==> src/rtl/ram_bist_pkg.sv <==
// Shared types and March C- element tables for the RAM BIST initiator.
// Elements are described by direction, read/write presence and fill bits.
package ram_bist_pkg;

   typedef enum logic [1:0] {
      S_IDLE,
      S_RUN,
      S_DRAIN,
      S_DONE
   } state_t;

   localparam logic [2:0] E0 = 3'd0;
   localparam logic [2:0] E1 = 3'd1;
   localparam logic [2:0] E2 = 3'd2;
   localparam logic [2:0] E3 = 3'd3;
   localparam logic [2:0] E4 = 3'd4;
   localparam logic [2:0] E5 = 3'd5;

   // Fill bits; replicated to the RAM word width by the user.
   localparam logic ALL0 = 1'b0;
   localparam logic ALL1 = 1'b1;

   typedef struct packed {
      logic up;
      logic rexp;
      logic wval;
      logic has_rd;
      logic has_wr;
   } elem_cfg_t;

   function automatic elem_cfg_t elem_cfg(input logic [2:0] e);
      elem_cfg_t c;
      case (e)
         E0: c = '{up: 1'b1, rexp: ALL0, wval: ALL0,
                   has_rd: 1'b0, has_wr: 1'b1};
         E1: c = '{up: 1'b1, rexp: ALL0, wval: ALL1,
                   has_rd: 1'b1, has_wr: 1'b1};
         E2: c = '{up: 1'b1, rexp: ALL1, wval: ALL0,
                   has_rd: 1'b1, has_wr: 1'b1};
         E3: c = '{up: 1'b0, rexp: ALL0, wval: ALL1,
                   has_rd: 1'b1, has_wr: 1'b1};
         E4: c = '{up: 1'b0, rexp: ALL1, wval: ALL0,
                   has_rd: 1'b1, has_wr: 1'b1};
         default: c = '{up: 1'b1, rexp: ALL0, wval: ALL0,
                        has_rd: 1'b1, has_wr: 1'b0};
      endcase
      return c;
   endfunction

endpackage

==> src/rtl/march_addr_gen.sv <==
// Loadable up/down address counter for the march walker.
// at_last_o flags the final address in the current direction.
module march_addr_gen #(
   parameter int ADD_W = 4,
   parameter int DEPTH = 16
) (
   input  logic             clk,
   input  logic             rst,
   input  logic             load_i,
   input  logic [ADD_W-1:0] load_val_i,
   input  logic             step_i,
   input  logic             up_i,
   output logic [ADD_W-1:0] addr_o,
   output logic             at_last_o
);

   logic [ADD_W-1:0] addr_q, addr_d;

   always_comb begin
      addr_d = addr_q;
      if (load_i) begin
         addr_d = load_val_i;
      end else if (step_i) begin
         addr_d = up_i ? addr_q + ADD_W'(1)
                       : addr_q - ADD_W'(1);
      end
   end

   always_ff @(posedge clk) begin
      if (rst) begin
         addr_q <= '0;
      end else begin
         addr_q <= addr_d;
      end
   end

   assign addr_o    = addr_q;
   assign at_last_o = up_i ? (addr_q == ADD_W'(DEPTH - 1))
                           : (addr_q == '0);

endmodule

==> src/rtl/ram_march_bist.sv <==
// March C- BIST initiator: one RAM op per cycle, 1-deep compare pipe,
// first-mismatch capture and pass/done reporting.
module ram_march_bist #(
   parameter int ADD_W  = 4,
   parameter int DATA_W = 8,
   parameter int DEPTH  = 2**ADD_W
) (
   input  logic              clk,
   input  logic              rst,
   input  logic              start,
   output logic              mem_read,
   output logic              mem_write,
   output logic [ADD_W-1:0]  mem_rd_add,
   output logic [ADD_W-1:0]  mem_wr_add,
   output logic [DATA_W-1:0] mem_wdata,
   input  logic [DATA_W-1:0] mem_rdata,
   output logic              busy,
   output logic              done,
   output logic              pass,
   output logic [ADD_W-1:0]  fail_add,
   output logic [2:0]        fail_elem,
   output logic [DATA_W-1:0] fail_data
);
   import ram_bist_pkg::*;

   state_t            state_q, state_d;
   logic [2:0]        elem_q, elem_d;
   logic              ph_q, ph_d;
   logic              rd_q, rd_d, wr_q, wr_d;
   logic [DATA_W-1:0] wdata_q, wdata_d;
   logic              busy_q, busy_d, done_q, done_d;
   logic              pass_q, pass_d;
   logic [ADD_W-1:0]  fadd_q, fadd_d;
   logic [2:0]        felem_q, felem_d;
   logic [DATA_W-1:0] fdata_q, fdata_d;
   logic              xv_q, xv_d;
   logic [DATA_W-1:0] xdat_q, xdat_d;
   logic [ADD_W-1:0]  xadd_q, xadd_d;
   logic [2:0]        xelem_q, xelem_d;

   logic              ld, step, up, at_last, mism;
   logic [ADD_W-1:0]  ld_val, addr;
   elem_cfg_t         cur, nxt;

   march_addr_gen #(.ADD_W(ADD_W), .DEPTH(DEPTH)) u_addr (
      .clk        (clk),
      .rst        (rst),
      .load_i     (ld),
      .load_val_i (ld_val),
      .step_i     (step),
      .up_i       (up),
      .addr_o     (addr),
      .at_last_o  (at_last)
   );

   assign mism = xv_q && (mem_rdata != xdat_q);

   always_comb begin
      state_d = state_q;
      elem_d  = elem_q;
      ph_d    = ph_q;
      rd_d    = rd_q;
      wr_d    = wr_q;
      wdata_d = wdata_q;
      busy_d  = busy_q;
      done_d  = done_q;
      pass_d  = pass_q;
      fadd_d  = fadd_q;
      felem_d = felem_q;
      fdata_d = fdata_q;
      xv_d    = 1'b0;
      xdat_d  = xdat_q;
      xadd_d  = xadd_q;
      xelem_d = xelem_q;
      ld      = 1'b0;
      ld_val  = '0;
      step    = 1'b0;
      cur     = elem_cfg(elem_q);
      nxt     = cur;
      up      = cur.up;
      unique case (state_q)
         S_IDLE, S_DONE: begin
            if (start) begin
               nxt     = elem_cfg(E0);
               state_d = S_RUN;
               busy_d  = 1'b1;
               done_d  = 1'b0;
               pass_d  = 1'b0;
               fadd_d  = '0;
               felem_d = '0;
               fdata_d = '0;
               elem_d  = E0;
               ph_d    = 1'b0;
               ld      = 1'b1;
               rd_d    = 1'b0;
               wr_d    = 1'b1;
               wdata_d = {DATA_W{nxt.wval}};
            end
         end
         S_RUN: begin
            if (rd_q) begin
               xv_d    = 1'b1;
               xdat_d  = {DATA_W{cur.rexp}};
               xadd_d  = addr;
               xelem_d = elem_q;
            end
            if (mism) begin
               state_d = S_DONE;
               busy_d  = 1'b0;
               done_d  = 1'b1;
               pass_d  = 1'b0;
               fadd_d  = xadd_q;
               felem_d = xelem_q;
               fdata_d = mem_rdata;
               rd_d    = 1'b0;
               wr_d    = 1'b0;
               xv_d    = 1'b0;
            end else begin
               if (cur.has_rd && cur.has_wr && !ph_q) begin
                  ph_d = 1'b1;
               end else if (!at_last) begin
                  step = 1'b1;
                  ph_d = 1'b0;
               end else if (elem_q == E5) begin
                  state_d = S_DRAIN;
               end else begin
                  // Next element starts where its direction begins.
                  elem_d = elem_q + 3'd1;
                  ph_d   = 1'b0;
                  ld     = 1'b1;
                  nxt    = elem_cfg(elem_d);
                  ld_val = nxt.up ? '0 : ADD_W'(DEPTH - 1);
               end
               nxt     = elem_cfg(elem_d);
               rd_d    = (state_d == S_RUN) && nxt.has_rd && !ph_d;
               wr_d    = (state_d == S_RUN) && !rd_d;
               wdata_d = wr_d ? {DATA_W{nxt.wval}} : '0;
            end
         end
         S_DRAIN: begin
            state_d = S_DONE;
            busy_d  = 1'b0;
            done_d  = 1'b1;
            pass_d  = !mism;
            rd_d    = 1'b0;
            wr_d    = 1'b0;
            if (mism) begin
               fadd_d  = xadd_q;
               felem_d = xelem_q;
               fdata_d = mem_rdata;
            end
         end
         default: state_d = S_IDLE;
      endcase
   end

   always_ff @(posedge clk) begin
      if (rst) begin
         state_q <= S_IDLE;
         elem_q  <= '0;
         ph_q    <= 1'b0;
         rd_q    <= 1'b0;
         wr_q    <= 1'b0;
         wdata_q <= '0;
         busy_q  <= 1'b0;
         done_q  <= 1'b0;
         pass_q  <= 1'b0;
         fadd_q  <= '0;
         felem_q <= '0;
         fdata_q <= '0;
         xv_q    <= 1'b0;
         xdat_q  <= '0;
         xadd_q  <= '0;
         xelem_q <= '0;
      end else begin
         state_q <= state_d;
         elem_q  <= elem_d;
         ph_q    <= ph_d;
         rd_q    <= rd_d;
         wr_q    <= wr_d;
         wdata_q <= wdata_d;
         busy_q  <= busy_d;
         done_q  <= done_d;
         pass_q  <= pass_d;
         fadd_q  <= fadd_d;
         felem_q <= felem_d;
         fdata_q <= fdata_d;
         xv_q    <= xv_d;
         xdat_q  <= xdat_d;
         xadd_q  <= xadd_d;
         xelem_q <= xelem_d;
      end
   end

   assign mem_read   = rd_q;
   assign mem_write  = wr_q;
   assign mem_rd_add = addr;
   assign mem_wr_add = addr;
   assign mem_wdata  = wdata_q;
   assign busy       = busy_q;
   assign done       = done_q;
   assign pass       = pass_q;
   assign fail_add   = fadd_q;
   assign fail_elem  = felem_q;
   assign fail_data  = fdata_q;

endmodule

==> config.mk <==
export PLATFORM = sky130hd
export DESIGN_NAME = ram_march_bist
export DESIGN_NICKNAME = d
export VERILOG_FILES = /design/src/rtl/ram_bist_pkg.sv /design/src/rtl/march_addr_gen.sv /design/src/rtl/ram_march_bist.sv
export SDC_FILE = /design/constraint.sdc
export NUM_CORES = 1
export LEC_CHECK = 0
export ABC_CLOCK_PERIOD_IN_PS = 2800
export BUFFER_PORTS_ARGS = -buffer_cell sky130_fd_sc_hd__buf_4
export CORE_ASPECT_RATIO = 1.2
export CORE_UTILIZATION = 35
export DETAILED_ROUTE_END_ITERATION = 7
export GPL_ROUTABILITY_DRIVEN = 0
export PLACE_DENSITY = 0.65
export SLEW_MARGIN = 0
export SYNTH_ARGS = -nofsm -noshare
export SYNTH_HDL_FRONTEND = slang
export SYNTH_SLANG_ARGS = --single-unit
export TNS_END_PERCENT = 30
==> constraint.sdc <==
create_clock -name clk -period 2.8 [get_ports clk]
set_input_delay 0.14 -clock clk [delete_from_list [all_inputs] [get_ports clk]]
set_output_delay 0.14 -clock clk [all_outputs]
set_load 0.005 [all_outputs]
# Word level (Yosys, flattened, before mapping)
# Cells that the tools add are included.
# Widths: inputs -> output; s select.
totals:
  rom_bits: 0
  reg_bits: 47
  latchBits: 0
  output_inout_bits: 36
  memories: 0
  ram_bits: 0
classes:
  bitwise_logic: 1
  n_lt_le_gt_ge: 0
  multipliers: 0
  n_addsub: 3
  n_shift: 0
  n_mux: 76
  eq_ne: 23
  div: 0
  n_reduce_logical: 24
op_table:
  columns: ["op", "count"]
  rows:
  - ["$pmux 5 s5", 2]
  - ["$mux 4", 11]
  - ["$mux 8", 4]
  - ["$pmux 8 s2", 2]
  - ["$mux 3", 10]
  - ["$mux 5", 5]
  - ["$mux 1", 23]
  - ["$eq 3x2->1 const B", 6]
  - ["$pmux 1 s3", 5]
  - ["$pmux 3 s5", 1]
  - ["$mux 2", 7]
  - ["$eq 3x3->1 const B", 4]
  - ["$pmux 3 s2", 2]
  - ["$eq 3x1->1 const B", 3]
  - ["$logic_not 3->1", 3]
  - ["$ne 8x8->1", 1]
  - ["$pmux 4 s2", 1]
  - ["$logic_and 1x1->1", 6]
  - ["$ne 2x2->1 const B", 3]
  - ["$pmux 2 s3", 1]
  - ["$reduce_and 2->1", 3]
  - ["$add 4x1->4 const B", 1]
  - ["$eq 2x1->1 const B", 2]
  - ["$eq 2x2->1 const B", 2]
  - ["other kinds (13)", 19]

# Depth between registers and ports, before layout
logic_depth:
  ltp_word: 18
  depth_mapped: 12

# Cells and area by module
# A second synthesis with hierarchy kept.
unflattened:
  cells_unflattened: 266
  hier_area_um2: 2247.2
by_module_without_submodules:
  columns: ["module", "area_per_inst_um2", "n_inst", "seq_area_each_um2", "cells_each"]
  rows:
  - ["ram_march_bist", 1931.9, 1, 720.7, 232]
  - ["march_addr_gen", 315.3, 1, 80.1, 34]

# Least setup slack after synthesis
# Ideal clock, no wire load.
synth_path:
  path_type: "register to register"
  startpoint: "register elem_q[0]"
  endpoint: "register u_addr.addr_q[3], in the netlist u_addr.addr_o[3]"
  setup_ns: 0.095
  required_ns: 2.705
  path_buffers: 0
  path_stages_with_launch: 13
  arrival_ns: 2.414
  path_slack_ns: 0.290
  synth_period_minus_slack_ns: 2.510
  path_cell_list: "dfxtp_1 inv_1 ha_1 nor4b_4 a22oi_4 inv_1 ha_1 a21o_1 a21oi_1 xnor2_1 xnor2_1 nand2b_1 a221oi_1"
synth_via:
  elab_chain_cells: 15
  elab_cells_between_ends: 41
  cone_classes: "add/sub (1); eq/ne (9); mux (26); reduce/logical (5)"
synth_lines:
  columns: ["item", "line", "rtl"]
  rows:
  - ["from (decl)", "ram_march_bist.sv:27", "logic [2:0] elem_q, elem_d;"]
  - ["from (signal assigned)", "ram_march_bist.sv:177", "elem_q <= elem_d;"]
  - ["$add 3x1->3", "ram_march_bist.sv:128", "elem_d = elem_q + 3'd1;"]
  - ["$eq 3x3->1 (tied with other cells)", "ram_bist_pkg.sv:33", "case (e)"]
  - ["$pmux 5 s5", "ram_bist_pkg.sv:33", null]
  - ["$mux 5", "ram_march_bist.sv:124", "end else if (elem_q == E5) begin"]
  - ["$mux 5", "ram_march_bist.sv:121", "end else if (!at_last) begin"]
  - ["$mux 5", "ram_march_bist.sv:119", "if (cur.has_rd && cur.has_wr && !ph_q) begin"]
  - ["$mux 5", "ram_march_bist.sv:107", "if (mism) begin"]
  - ["$mux 5", "ram_march_bist.sv:81", "unique case (state_q)"]
  - ["$mux 4", "ram_march_bist.sv:132", "ld_val = nxt.up ? '0 : ADD_W'(DEPTH - 1);"]
  - ["$mux 4", "ram_march_bist.sv:124", null]
  - ["$mux 4", "ram_march_bist.sv:121", null]
  - ["$mux 4", "ram_march_bist.sv:119", null]
  - ["$mux 4", "ram_march_bist.sv:107", null]
  - ["$mux 4", "ram_march_bist.sv:81", null]
  - ["$mux 4", "march_addr_gen.sv:21", "if (load_i) begin"]
  - ["to (signal assigned)", "march_addr_gen.sv:33", "addr_q <= addr_d;"]
  - ["to (decl)", "march_addr_gen.sv:17", "logic [ADD_W-1:0] addr_q, addr_d;"]
# Parallel ways exist; a longest one is shown, timed or not. The select of a mux whose other input is x is not followed.
# A chain may end at the register's enable or synchronous reset.

# Final worst setup path
# Same ends and word-level chain as after synthesis.

==> out/qor.yml <==
worst_setup_path:
  required_ps: 3010
  r2r_cells: 12
  critPathTopFamily: "compound AO/OA/AOI/OAI gates"
  worstPathCellList: "clkinvlp_4, ha_4, nor4b_4, a22oi_4, inv_2, ha_1, a21o_1, a21oi_1, xnor2_1, xnor2_1, nand2b_1, a221oi_2"
  crit_end: "u_addr.addr_o[3]"
  worstPathMaxFanout: 6
  r2r_start: "elem_q[0]"
  cp_common_cell: "xnor2_1"
  crit_type: "reg2reg"
  critPathLaunch: "elem_q[0]"
  worstPathArrival_ps: 2850
  ff2ff_setup_slack_ps: 160
  worstReg2RegEnd: "u_addr.addr_o[3]"
  cp.depth: 12
  cpPeakStageDelay_ps: 410
  worst_path_max_delay_cell: "dfxtp_4"
  cp-end-kind: "flip-flop"
  cp_num_buf_inv: 2
  critPathLaunchType: "flip-flop"
routing:
  num_vias: 2001
  via_per_inst: 5.12
  drt_pass1_iterations: 4
  remaining_drc_errors: 0
  wl_um: 5160
  drtIter0Drc: 73
  ant_nets: 0
  wl_per_cell_um: 13.2
global_route:
  gr-total-overflow: 0
  grt_max_degree: 42
  grt_first_pass_wirelength_um: 8180
  grt.total_usage: 0.159
  antenna_found_initial: 0
  grt_pass1_vias: 1830
logic_synthesis:
  ys.flop_type: "dfxtp_1"
  synth-seq-cells: 40
  ys_seq_area_frac: 0.364
  yosysTopAreaCell: "dfxtp_1"
  async_reset_ff_frac: 0
  synth_common_cells: "dfxtp_1, nand2_1, a21oi_1"
  syn-num-nets: 294
  synth_area_mm2: 0.00220
  synth.most_common_cell: "dfxtp_1"
  synth_area_per_cell_um2: 8.15
  yosys.area.top_type_share: 0.364
  syn_inst: 270
  synth-edff-count: 0
  synth-warning-count: 0
  yosys-top-cells-area: "dfxtp_1, a21oi_1, ha_1"
  synthDistinctLibCells: 47
clock_network:
  ctsHoldBuffers: 0
  h-tree-depth: 2
  cts_tree: "done"
  clk_latency_ps: 300
  clock-sinks: 40
  cts.clk_slew.worst_paths_ps: 80
  cts_root_buf: "clkbuf_8"
  clk_path_buf_depth: 2
  cts_made_buffers: 5
status:
  status: "completed"
timing:
  max_freq_mhz: 379
  period_minus_slack_ps: 2640
  clock_skew_ps: 6.36
  setup_viol: 0
  tns_ps: 0
  slew_headroom: 0.562
  finalCritPeriodShare: 0.942
  report.final.hold_viol_count: 0
  worstMarginPinSlew_ps: 652
  maxSlewViolCount: 0
place:
  port_buffers: 46
  dp_hpwl_um: 3640
  placed_cells: 380
die:
  core_mm2: 0.00605
  die_h_um: 88.9
  die_w_um: 74.4
  start_util: 0.364
  row_count: 31
  die_area_mm2: 0.00661
  ios: 47
run:
  max_cap_violations: 0
layout:
  final_cells: 391
  antenna_cells: 0
  layout-drive-gt1-share: 0.262
  n_fill_cell: 595
  area_growth_syn_to_layout_pct: 26.7
  final_nets: 332
power_and_ir_drop:
  power_leakage_nw: 1.06
  irDropWorstVdd_mv: 0.270
  power_density_mw_per_mm2: 520
hold_path:
  hp-class: "in2reg"
==> worst min path at each step <==
stage / end / slack [ps] / from / cells after the start
6_report: fail_data[7] / 100 / mem_rdata[7] / 3
5_1_grt: fail_data[7] / 110 / mem_rdata[7] / 3
3_3_place_gp: fail_data[4] / 410 / mem_rdata[4] / 3
4_1_cts: fail_data[7] / 100 / mem_rdata[7] / 3
2_1_floorplan: mem_wdata[6] / 240 / rst / 1
3_5_place_dp: fail_data[5] / 420 / mem_rdata[5] / 3
==> layout by cell type, fill, tap and decap left out, drive strengths merged, types with 4 or more instances in the layout <==
| cell type | Yosys | layout |
|---|---|---|
| mux2i | 4 | 4 |
| o21ai | 7 | 7 |
| dfxtp | 40 | 40 |
| nor2 | 19 | 19 |
| a21oi | 34 | 34 |
| nor4 | 4 | 4 |
| nor2b | 4 | 4 |
| nand2 | 38 | 38 |
| xnor2 | 4 | 4 |
| a221oi | 5 | 5 |
| nand2b | 6 | 6 |
| inv | 13 | 12 |
| ha | 12 | 12 |
| nor3 | 5 | 5 |
| clkbuf | 10 | 5 |
| nand3 | 20 | 20 |
| buf | 13 | 54 |
==> tightest hold or removal path, delay by kind of cell <==
family                 cells  cell delay, ps
buffers and inverters      1             120
AOI/OAI and AO/OA          1              50
and+or+nand+nor            1              50
==> layout make-up <==
type                       instances  area, um^2  share of cell area
multi-input combinational        194        1260               0.453
sequential                        40         806               0.289
timing repair buffer              54         405               0.145
tap                               82         103              0.0368
clock inverter                     3        90.1              0.0323
clock buffer                       5        68.8              0.0247
inverter                          13        52.6              0.0188
==> registers in the layout, indices dropped and copies added (netlist names) <==
register / count
fail_data: 8
fail_add: 4
u_addr.addr_o: 4
xadd_q: 4
elem_q: 3
fail_elem: 3
xelem_q: 3
state_q: 2
busy: 1
done: 1
mem_read: 1
mem_wdata: 1
mem_write: 1
pass: 1
ph_q: 1
xdat_q: 1
xv_q: 1
==> power by group <==
part | internal (mW) | switching (mW)
combinational | 0.0875 | 0.107
sequential | 0.582 | 0.0186
clock | 0.446 | 0.210
==> repair_timing <==
action / 4_1_cts / 5_1_grt
gates resized for setup: 0 / 12
endpoints found under the setup margin: 0 / 3
buffers inserted: 0 / 3
==> cells by family (layout without fill, tap and decap cells) <==
kind of cell,Yosys count,in the layout,share of synthesized area
AOI/OAI and AO/OA,61,61,0.180
DFF,40,40,0.364
adders and majority gates,13,13,0.0773
muxes,4,4,0.0239
and+or+nand+nor,112,112,0.257
xor gates and xnor gates,4,4,0.0159
buffers and inverters,36,75,0.0819
==> per-layer routing <==
metal | part of all wire | track usage | up-vias | routed length, um
met3 | 0.042 | 0.0285 | 7 | 218
met1 | 0.43 | 0.191 | 934 | 2220
met2 | 0.51 | 0.280 | 53 | 2640
met4 | 0.015 | 0.0583 | 0 | 79
li1 | - | - | 1007 | -
met5 | 0 | 0 | - | 0
==> per-stage QoR <==
stage / utilization / hold slack (ps) / total power, mW / setup WS, ps / cell area, um^2
finish: 0.461 / 103 / 1.45 / 162 / 2790
global route: 0.461 / 109 / 1.51 / -33.9 / 2790
CTS: 0.449 / 103 / 1.46 / 84.2 / 2710
detailed placement: 0.422 / 416 / 0.803 / 102 / 2550
global placement: 0.422 / 410 / 0.802 / 169 / 2550
floorplan: - / 243 / 0.732 / 290 / 2200
No activity file was read; power rests on OpenSTA's default activity.
